==> config.mk <==
export PLATFORM = sky130hd
export DESIGN_NAME = cam_pad
export DESIGN_NICKNAME = d
export VERILOG_FILES = /design/src/rtl/cam_pad.sv
export SDC_FILE = /design/constraint.sdc
export NUM_CORES = 1
export LEC_CHECK = 0
export CAP_MARGIN = 20
export CORE_AREA = 2 2 208 210
export DETAILED_ROUTE_END_ITERATION = 6
export DIE_AREA = 0 0 210 212
export PLACE_DENSITY = 0.75
export REMOVE_ABC_BUFFERS = 1
export SLEW_MARGIN = 20
export SYNTH_ARGS = -nofsm -noshare
export SYNTH_HDL_FRONTEND = slang
export SYNTH_HIERARCHICAL = 1
export SYNTH_SLANG_ARGS = --single-unit
==> constraint.sdc <==
create_clock -name in_pclk -period 4.4 [get_ports in_pclk]
set_clock_uncertainty 0.05 [all_clocks]
set_input_delay 0.88 -clock in_pclk [delete_from_list [all_inputs] [get_ports in_pclk]]
set_output_delay 0.88 -clock in_pclk [all_outputs]
set_load 0.02 [all_outputs]
==> src/rtl/cam_pad.sv <==
// cam_pad: re-embeds a cropped window into a full FRAME_W x FRAME_H raster with a constant border.
// Outputs registered; first raster pixel 2 cycles after start of frame; raster stalls in-window on an empty FIFO.

module cam_pad_fifo #(
   parameter int W     = 30,
   parameter int DEPTH = 16
) (
   input  logic         clk_i,
   input  logic         rst_i,
   input  logic         wr_vld_i,
   input  logic [W-1:0] wr_dat_i,
   input  logic         rd_i,
   output logic [W-1:0] rd_dat_o,
   output logic         empty_o,
   output logic         drop_o
);
   localparam int AW = $clog2(DEPTH);
   localparam logic [AW:0] FULL_CNT = (AW+1)'(DEPTH);

   logic [W-1:0]  mem_q [DEPTH];
   logic [AW-1:0] wptr_q, rptr_q;
   logic [AW:0]   cnt_q;
   logic          do_rd, do_wr;

   assign do_rd    = rd_i && (cnt_q != '0);
   // A full FIFO still accepts a write when a read frees a slot in the same cycle.
   assign do_wr    = wr_vld_i && ((cnt_q != FULL_CNT) || do_rd);
   assign drop_o   = wr_vld_i && !do_wr;
   assign empty_o  = (cnt_q == '0);
   assign rd_dat_o = mem_q[rptr_q];

   always_ff @(posedge clk_i) begin
      if (rst_i) begin
         wptr_q <= '0;
         rptr_q <= '0;
         cnt_q  <= '0;
      end else begin
         if (do_wr) wptr_q <= wptr_q + 1'b1;
         if (do_rd) rptr_q <= rptr_q + 1'b1;
         cnt_q <= cnt_q + {{AW{1'b0}}, do_wr} - {{AW{1'b0}}, do_rd};
      end
   end

   always_ff @(posedge clk_i) begin
      if (do_wr) mem_q[wptr_q] <= wr_dat_i;
   end
endmodule

module cam_pad #(
   parameter int P_DEPTH    = 10,
   parameter int FRAME_W    = 16,
   parameter int FRAME_H    = 8,
   parameter int X_START    = 0,
   parameter int X_WIN      = 8,
   parameter int Y_START    = 0,
   parameter int Y_WIN      = 4,
   parameter int H_GAP      = 4,
   parameter int FILL       = 0,
   parameter int FIFO_DEPTH = 16
) (
   input  logic               in_pclk,
   input  logic               in_rst,
   input  logic [10:0]        in_x,
   input  logic [10:0]        in_y,
   input  logic               in_valid,
   input  logic [P_DEPTH-1:0] in_data_00,
   input  logic [P_DEPTH-1:0] in_data_01,
   input  logic [P_DEPTH-1:0] in_data_10,
   output logic [10:0]        out_x,
   output logic [10:0]        out_y,
   output logic               out_valid,
   output logic               out_hs,
   output logic [P_DEPTH-1:0] out_data_00,
   output logic [P_DEPTH-1:0] out_data_01,
   output logic [P_DEPTH-1:0] out_data_10,
   output logic               out_ovf,
   output logic               out_sof_err
);
   localparam int DW = 3 * P_DEPTH;
   localparam int GW = (H_GAP > 1) ? $clog2(H_GAP) : 1;
   localparam logic [10:0] XS    = 11'(X_START);
   localparam logic [10:0] YS    = 11'(Y_START);
   localparam logic [10:0] XW    = 11'(X_WIN);
   localparam logic [10:0] YW    = 11'(Y_WIN);
   localparam logic [10:0] XLAST = 11'(FRAME_W - 1);
   localparam logic [10:0] YLAST = 11'(FRAME_H - 1);
   localparam logic [GW-1:0] GLAST = GW'((H_GAP > 0) ? H_GAP - 1 : 0);
   localparam logic [P_DEPTH-1:0] FILL_V = P_DEPTH'(FILL);

   typedef enum logic [1:0] {S_IDLE, S_LINE, S_GAP} state_t;

   state_t        state_q, state_d;
   logic [10:0]   rx_q, rx_d, ry_q, ry_d;
   logic [GW-1:0] gap_q, gap_d;
   logic [10:0]   x_q, x_d, y_q, y_d;
   logic          vld_q, vld_d, hs_q, hs_d;
   logic [DW-1:0] dat_q, dat_d;
   logic          ovf_q, ovf_d, sof_err_q, sof_err_d;

   logic          win_px, sof_px, in_win, fifo_rd, fifo_empty, fifo_drop;
   logic [DW-1:0] fifo_rdat;

   assign win_px = in_valid && (in_x < XW) && (in_y < YW);
   assign sof_px = in_valid && (in_x == '0) && (in_y == '0);
   // Offset subtraction wraps for positions left of / above the window, so one compare covers both bounds.
   assign in_win = ((rx_q - XS) < XW) && ((ry_q - YS) < YW);

   cam_pad_fifo #(.W(DW), .DEPTH(FIFO_DEPTH)) u_fifo (
      .clk_i    (in_pclk),
      .rst_i    (in_rst),
      .wr_vld_i (win_px),
      .wr_dat_i ({in_data_00, in_data_01, in_data_10}),
      .rd_i     (fifo_rd),
      .rd_dat_o (fifo_rdat),
      .empty_o  (fifo_empty),
      .drop_o   (fifo_drop)
   );

   always_comb begin
      state_d   = state_q;
      rx_d      = rx_q;
      ry_d      = ry_q;
      gap_d     = gap_q;
      x_d       = x_q;
      y_d       = y_q;
      dat_d     = dat_q;
      vld_d     = 1'b0;
      hs_d      = 1'b0;
      fifo_rd   = 1'b0;
      ovf_d     = ovf_q | fifo_drop;
      sof_err_d = sof_err_q | (sof_px && (state_q != S_IDLE));
      case (state_q)
         S_IDLE: begin
            if (sof_px) begin
               state_d = S_LINE;
               rx_d    = '0;
               ry_d    = '0;
            end
         end
         S_LINE: begin
            hs_d = 1'b1;
            if (in_win) begin
               if (!fifo_empty) begin
                  fifo_rd = 1'b1;
                  vld_d   = 1'b1;
                  dat_d   = fifo_rdat;
               end
            end else begin
               vld_d = 1'b1;
               dat_d = {3{FILL_V}};
            end
            if (vld_d) begin
               x_d = rx_q;
               y_d = ry_q;
               if (rx_q == XLAST) begin
                  rx_d = '0;
                  if (ry_q == YLAST) begin
                     state_d = S_IDLE;
                  end else begin
                     ry_d    = ry_q + 11'd1;
                     gap_d   = '0;
                     state_d = (H_GAP == 0) ? S_LINE : S_GAP;
                  end
               end else begin
                  rx_d = rx_q + 11'd1;
               end
            end
         end
         S_GAP: begin
            if (gap_q == GLAST) state_d = S_LINE;
            else                gap_d   = gap_q + 1'b1;
         end
         default: state_d = S_IDLE;
      endcase
   end

   always_ff @(posedge in_pclk) begin
      if (in_rst) begin
         state_q   <= S_IDLE;
         rx_q      <= '0;
         ry_q      <= '0;
         gap_q     <= '0;
         x_q       <= '0;
         y_q       <= '0;
         vld_q     <= 1'b0;
         hs_q      <= 1'b0;
         dat_q     <= '0;
         ovf_q     <= 1'b0;
         sof_err_q <= 1'b0;
      end else begin
         state_q   <= state_d;
         rx_q      <= rx_d;
         ry_q      <= ry_d;
         gap_q     <= gap_d;
         x_q       <= x_d;
         y_q       <= y_d;
         vld_q     <= vld_d;
         hs_q      <= hs_d;
         dat_q     <= dat_d;
         ovf_q     <= ovf_d;
         sof_err_q <= sof_err_d;
      end
   end

   assign out_x       = x_q;
   assign out_y       = y_q;
   assign out_valid   = vld_q;
   assign out_hs      = hs_q;
   assign out_data_00 = dat_q[DW-1 -: P_DEPTH];
   assign out_data_01 = dat_q[P_DEPTH +: P_DEPTH];
   assign out_data_10 = dat_q[P_DEPTH-1:0];
   assign out_ovf     = ovf_q;
   assign out_sof_err = sof_err_q;
endmodule
==> qor_table.md <==
| Quantity | Value |
|---|---|
| Outcome | complete, no violations |
| Worst Setup SP | u_fifo/cnt_q[3] |
| Worst setup SP type | register |
| FFs w/ async S/R, synth | 0 |
| Reg area | 16400 sq um |
| TritonCTS clock tree | done |
| Final critical delay including setup and external delays | 4.01 ns |
| Worst-path cell chain | inv_1 > ha_1 > or3b_1 > nor2_1 > or4_1 > nor2_4 > buf_4 > o21ai_2 > inv_1 > ha_1 > inv_1 > ha_1 > inv_1 > fa_1 > nor2b_1 > o21bai_1 > a21oi_1 > nor3b_1 |
| Area of all placed cells without fillers | 26200 sq um |
| Setup fix buffers added after clock tree synthesis | 0 |
| Instance area at placement | 24300 sq um |
| Global Route Usage Sum | 0.224 |
| Count of mapped cells out of synthesis | 1228 |
| Sum of internal, switching and leakage power | 11.0 mW |
| Placer Congestion | 0.820 |
| Via Count | 12100 |
| Worst min-delay path category | reg2reg |
| Diodes inserted | 0 |
| Die extent in x | 210 um |
| Number of filler instances in the final layout | 2898 |
| Y dimension of the die | 212 um |
| Most frequently used cell type in the post-synthesis netlist | sky130_fd_sc_hd__edfxtp_1 |
| Post-synthesis sequential area ratio | 0.729 |
| Endpoint of the most critical setup path | u_fifo/cnt_q[4] |
| Number of nets still failing antenna checks after routing | 0 |
| Number of buffers added on ports | 110 |
| Library cell with the largest summed area after synthesis | sky130_fd_sc_hd__edfxtp_1 |
| Number of gates resized after cts | 0 |
| Cts bufs inserted | 55 |
| Arrival time at the worst endpoint | 4.42 ns |
| Cell with the largest stage delay on the worst path | sky130_fd_sc_hd__or4_1 |
| Switching Fraction | 0.194 |
| Register-to-register setup slack | 0.39 ns |
| RSZ-0062 raised after global routing | no |
| Core area | 42500 sq um |
| Multi-input gate area in the final layout | 5700 sq um |
| Aggregate global routing overflow | 0 |
| Worst reg2reg endpoint | u_fifo/cnt_q[4] |
| Number of synthesized register bits | 579 |
| Clock tree sinks | 579 |
| Number of H-tree levels | 2 |
| Number of distinct standard cells referenced by the synthesized netlist | 51 |
| Worst hold slack | 0.403 ns |
| DR DRC count | 0 |
| Setup Viol. Count Final | 0 |
| Starting DRC count in detailed routing | 1125 |
| Synth Warn # | 6 |
| Static power due to leakage | 8.37 nW |
| Top cell type's share of synthesized area | 0.641 |
| Slew at the pin closest to its max-slew limit | 1.16 ns |
| Top cells by instance count after synthesis | sky130_fd_sc_hd__edfxtp_1 (480), sky130_fd_sc_hd__dfxtp_1 (99), sky130_fd_sc_hd__a22oi_1 (92) |
| Maximum VDD drop | 0.338 mV |
| Final routed wirelength across all metal layers | 49200 um |
| Max Cap Viol | 0 |
| Launching point of the worst reg2reg path | u_fifo/cnt_q[3] |
| Std cell rows | 76 |
| Number of synthesized flops with an enable pin | 480 |
| Wire length of the first global-routing pass | 73600 um |
| Required time at the endpoint of the critical path | 4.81 ns |
| Pin count of the biggest net entering global routing | 59 |
| Hold-critical path depth | 2 |
| Number of hold-repair buffers added at the cts stage | 0 |
| Switching power | 2.13 mW |
| Sequential Power Share | 0.539 |
| Internal power | 8.86 mW |
| Insertion delay to the later sink of the worst-skew pair | 0.63 ns |
| Cell types with the largest area share after synthesis | sky130_fd_sc_hd__edfxtp_1 (64%), sky130_fd_sc_hd__dfxtp_1 (8.8%), sky130_fd_sc_hd__mux4_2 (6.6%) |
| Fraction of final layout cells sized beyond drive strength 1 | 0.158 |
| Io pins | 111 |
| Die Area | 44500 sq um |
| Initial DRT Pass Iterations | 5 |
| CTS clock-pin slew for the worst setup and hold paths | 0.06 ns |
| Number of global-route vias before repair | 12100 |
| Dominant register cell in the synthesized netlist | sky130_fd_sc_hd__edfxtp_1 |
| Fraction of power consumed by the clock network | 0.450 |
| Cell area after synthesis | 22500 sq um |
| Routed length per instance | 25.1 um |
| Cell repeated most along the worst path | sky130_fd_sc_hd__inv_1 |
| Highest clock frequency the design can meet | 0.250 GHz |
| Number of nets in the finished design | 1439 |
| Detail Placement HPWL | 27000 um |
| Initial antenna violation count | 1 |
| Starting Density | 0.529 |
| Combinational share of power | 0.012 |
| Worst setup path category | reg2reg |
| Synth-to-Final Area Change | 16.5% |
| Final number of hold-violating endpoints | 0 |
| Largest driver fanout on the critical path | 32 |
| CTS Root Buffer Type | sky130_fd_sc_hd__clkbuf_16 |
| Largest stage delay on the critical path | 0.53 ns |
| Areal power density over the cells | 420 nW/um^2 |
| Number of cells traversed by the worst register-to-register path | 18 |
| Largest buffer count on any clock path | 3 |
| Worst slew margin | 0.223 |
| Kind of end point of the critical path | register |
| Mapped Avg Cell Area | 18.3 sq um |
| Number of pins exceeding their max-slew limit in the final report | 0 |
| Via density per instance | 6.16 |
| Period Utilization, post-route | 0.911 |
[how the worst min path moves through the flow]
stage / start / end / slack [ns]
CTS: out_x[1] / out_x[1] / 0.41
detailed placement: out_x[1] / out_x[1] / 0.40
floorplan: gap_q[0] / gap_q[0] / 0.39
global placement: out_x[3] / out_x[3] / 0.39
finish: out_x[3] / out_x[3] / 0.40
global route: out_y[2] / out_y[2] / 0.43
[final cells by class]
class,instances,share of cell area
timing repair buffer,149,0.0553
clock buffer,69,0.0570
clock inverter,34,0.0156
multi-input combinational,568,0.217
sequential,579,0.626
tap,546,0.0261
inverter,16,0.00229
[per-stage QoR]
stage                     TNS [ns]  worst slack [ns]  utilization  cells
final                            0             0.393        0.616   1961
after floorplan            -307.16             -1.28            -   1163
after global routing             0             0.162        0.616   1961
after detailed placement         0             0.302        0.571   1857
after global placement           0             0.412        0.571   1857
after CTS                        0             0.384        0.616   1960
[cells by family after synthesis]
group / count (synthesis) / synth area share
AOI/OAI and AO/OA: 153 / 0.0474
adders and majority gates: 15 / 0.00868
DFF: 579 / 0.729
buffers and inverters: 81 / 0.0238
muxes: 121 / 0.130
xor gates and xnor gates: 21 / 0.00818
and+or+nand+nor: 258 / 0.0528
[worst max-delay path: cells and delay by family (launching register included)]
family / cells / cell delay [ns]
AOI/OAI and AO/OA: 3 / 0.46
buffers and inverters: 5 / 0.73
DFF: 1 / 0.35
adders and majority gates: 4 / 0.96
and+or+nand+nor: 6 / 1.31
[routing by layer]
metal  part of all wire  track usage  up-vias
met1               0.40        0.299     6196
met5            0.00026            0        -
met4              0.020       0.0695        2
li1                   -            -     5227
met2               0.50        0.379      582
met3              0.081       0.0393       81
[state kept, by name, indices dropped and copies added (netlist names), named ones only]
name           flops
rx_q              11
u_fifo/mem_q     480
out_valid          1
out_ovf            1
gap_q              2
out_x             11
u_fifo/rptr_q      4
u_fifo/cnt_q       5
out_sof_err        1
out_y             11
u_fifo/wptr_q      4
ry_q              11
state_q            2
out_hs             1
dat_q             30
[layout by cell type, fill, tap and decap left out, types with 14 or more instances in the layout]
master and instances:
sky130_fd_sc_hd__mux4_1 54, sky130_fd_sc_hd__dfxtp_1 97, sky130_fd_sc_hd__clkdlybuf4s50_1 109, sky130_fd_sc_hd__edfxtp_1 480
sky130_fd_sc_hd__buf_4 36, sky130_fd_sc_hd__nand2_1 89, sky130_fd_sc_hd__nor2_1 73, sky130_fd_sc_hd__inv_1 15
sky130_fd_sc_hd__nor2_4 15, sky130_fd_sc_hd__a21oi_1 36, sky130_fd_sc_hd__clkbuf_16 57, sky130_fd_sc_hd__mux4_2 66
sky130_fd_sc_hd__ha_1 14, sky130_fd_sc_hd__xor2_1 16, sky130_fd_sc_hd__a22oi_1 92
[power groups by stage]
stage / Combinational (mW) / Clock, mW / Sequential [mW]
6_report: 0.127 / 4.94 / 5.92
5_1_grt: 0.139 / 5.23 / 5.92
4_1_cts: 0.128 / 5.02 / 5.92
3_5_place_dp: 0.127 / 0 / 6.04
3_3_place_gp: 0.120 / 0 / 6.04
2_1_floorplan: 0.00491 / 0 / 6.04
Power figures use the tool's default switching activity.
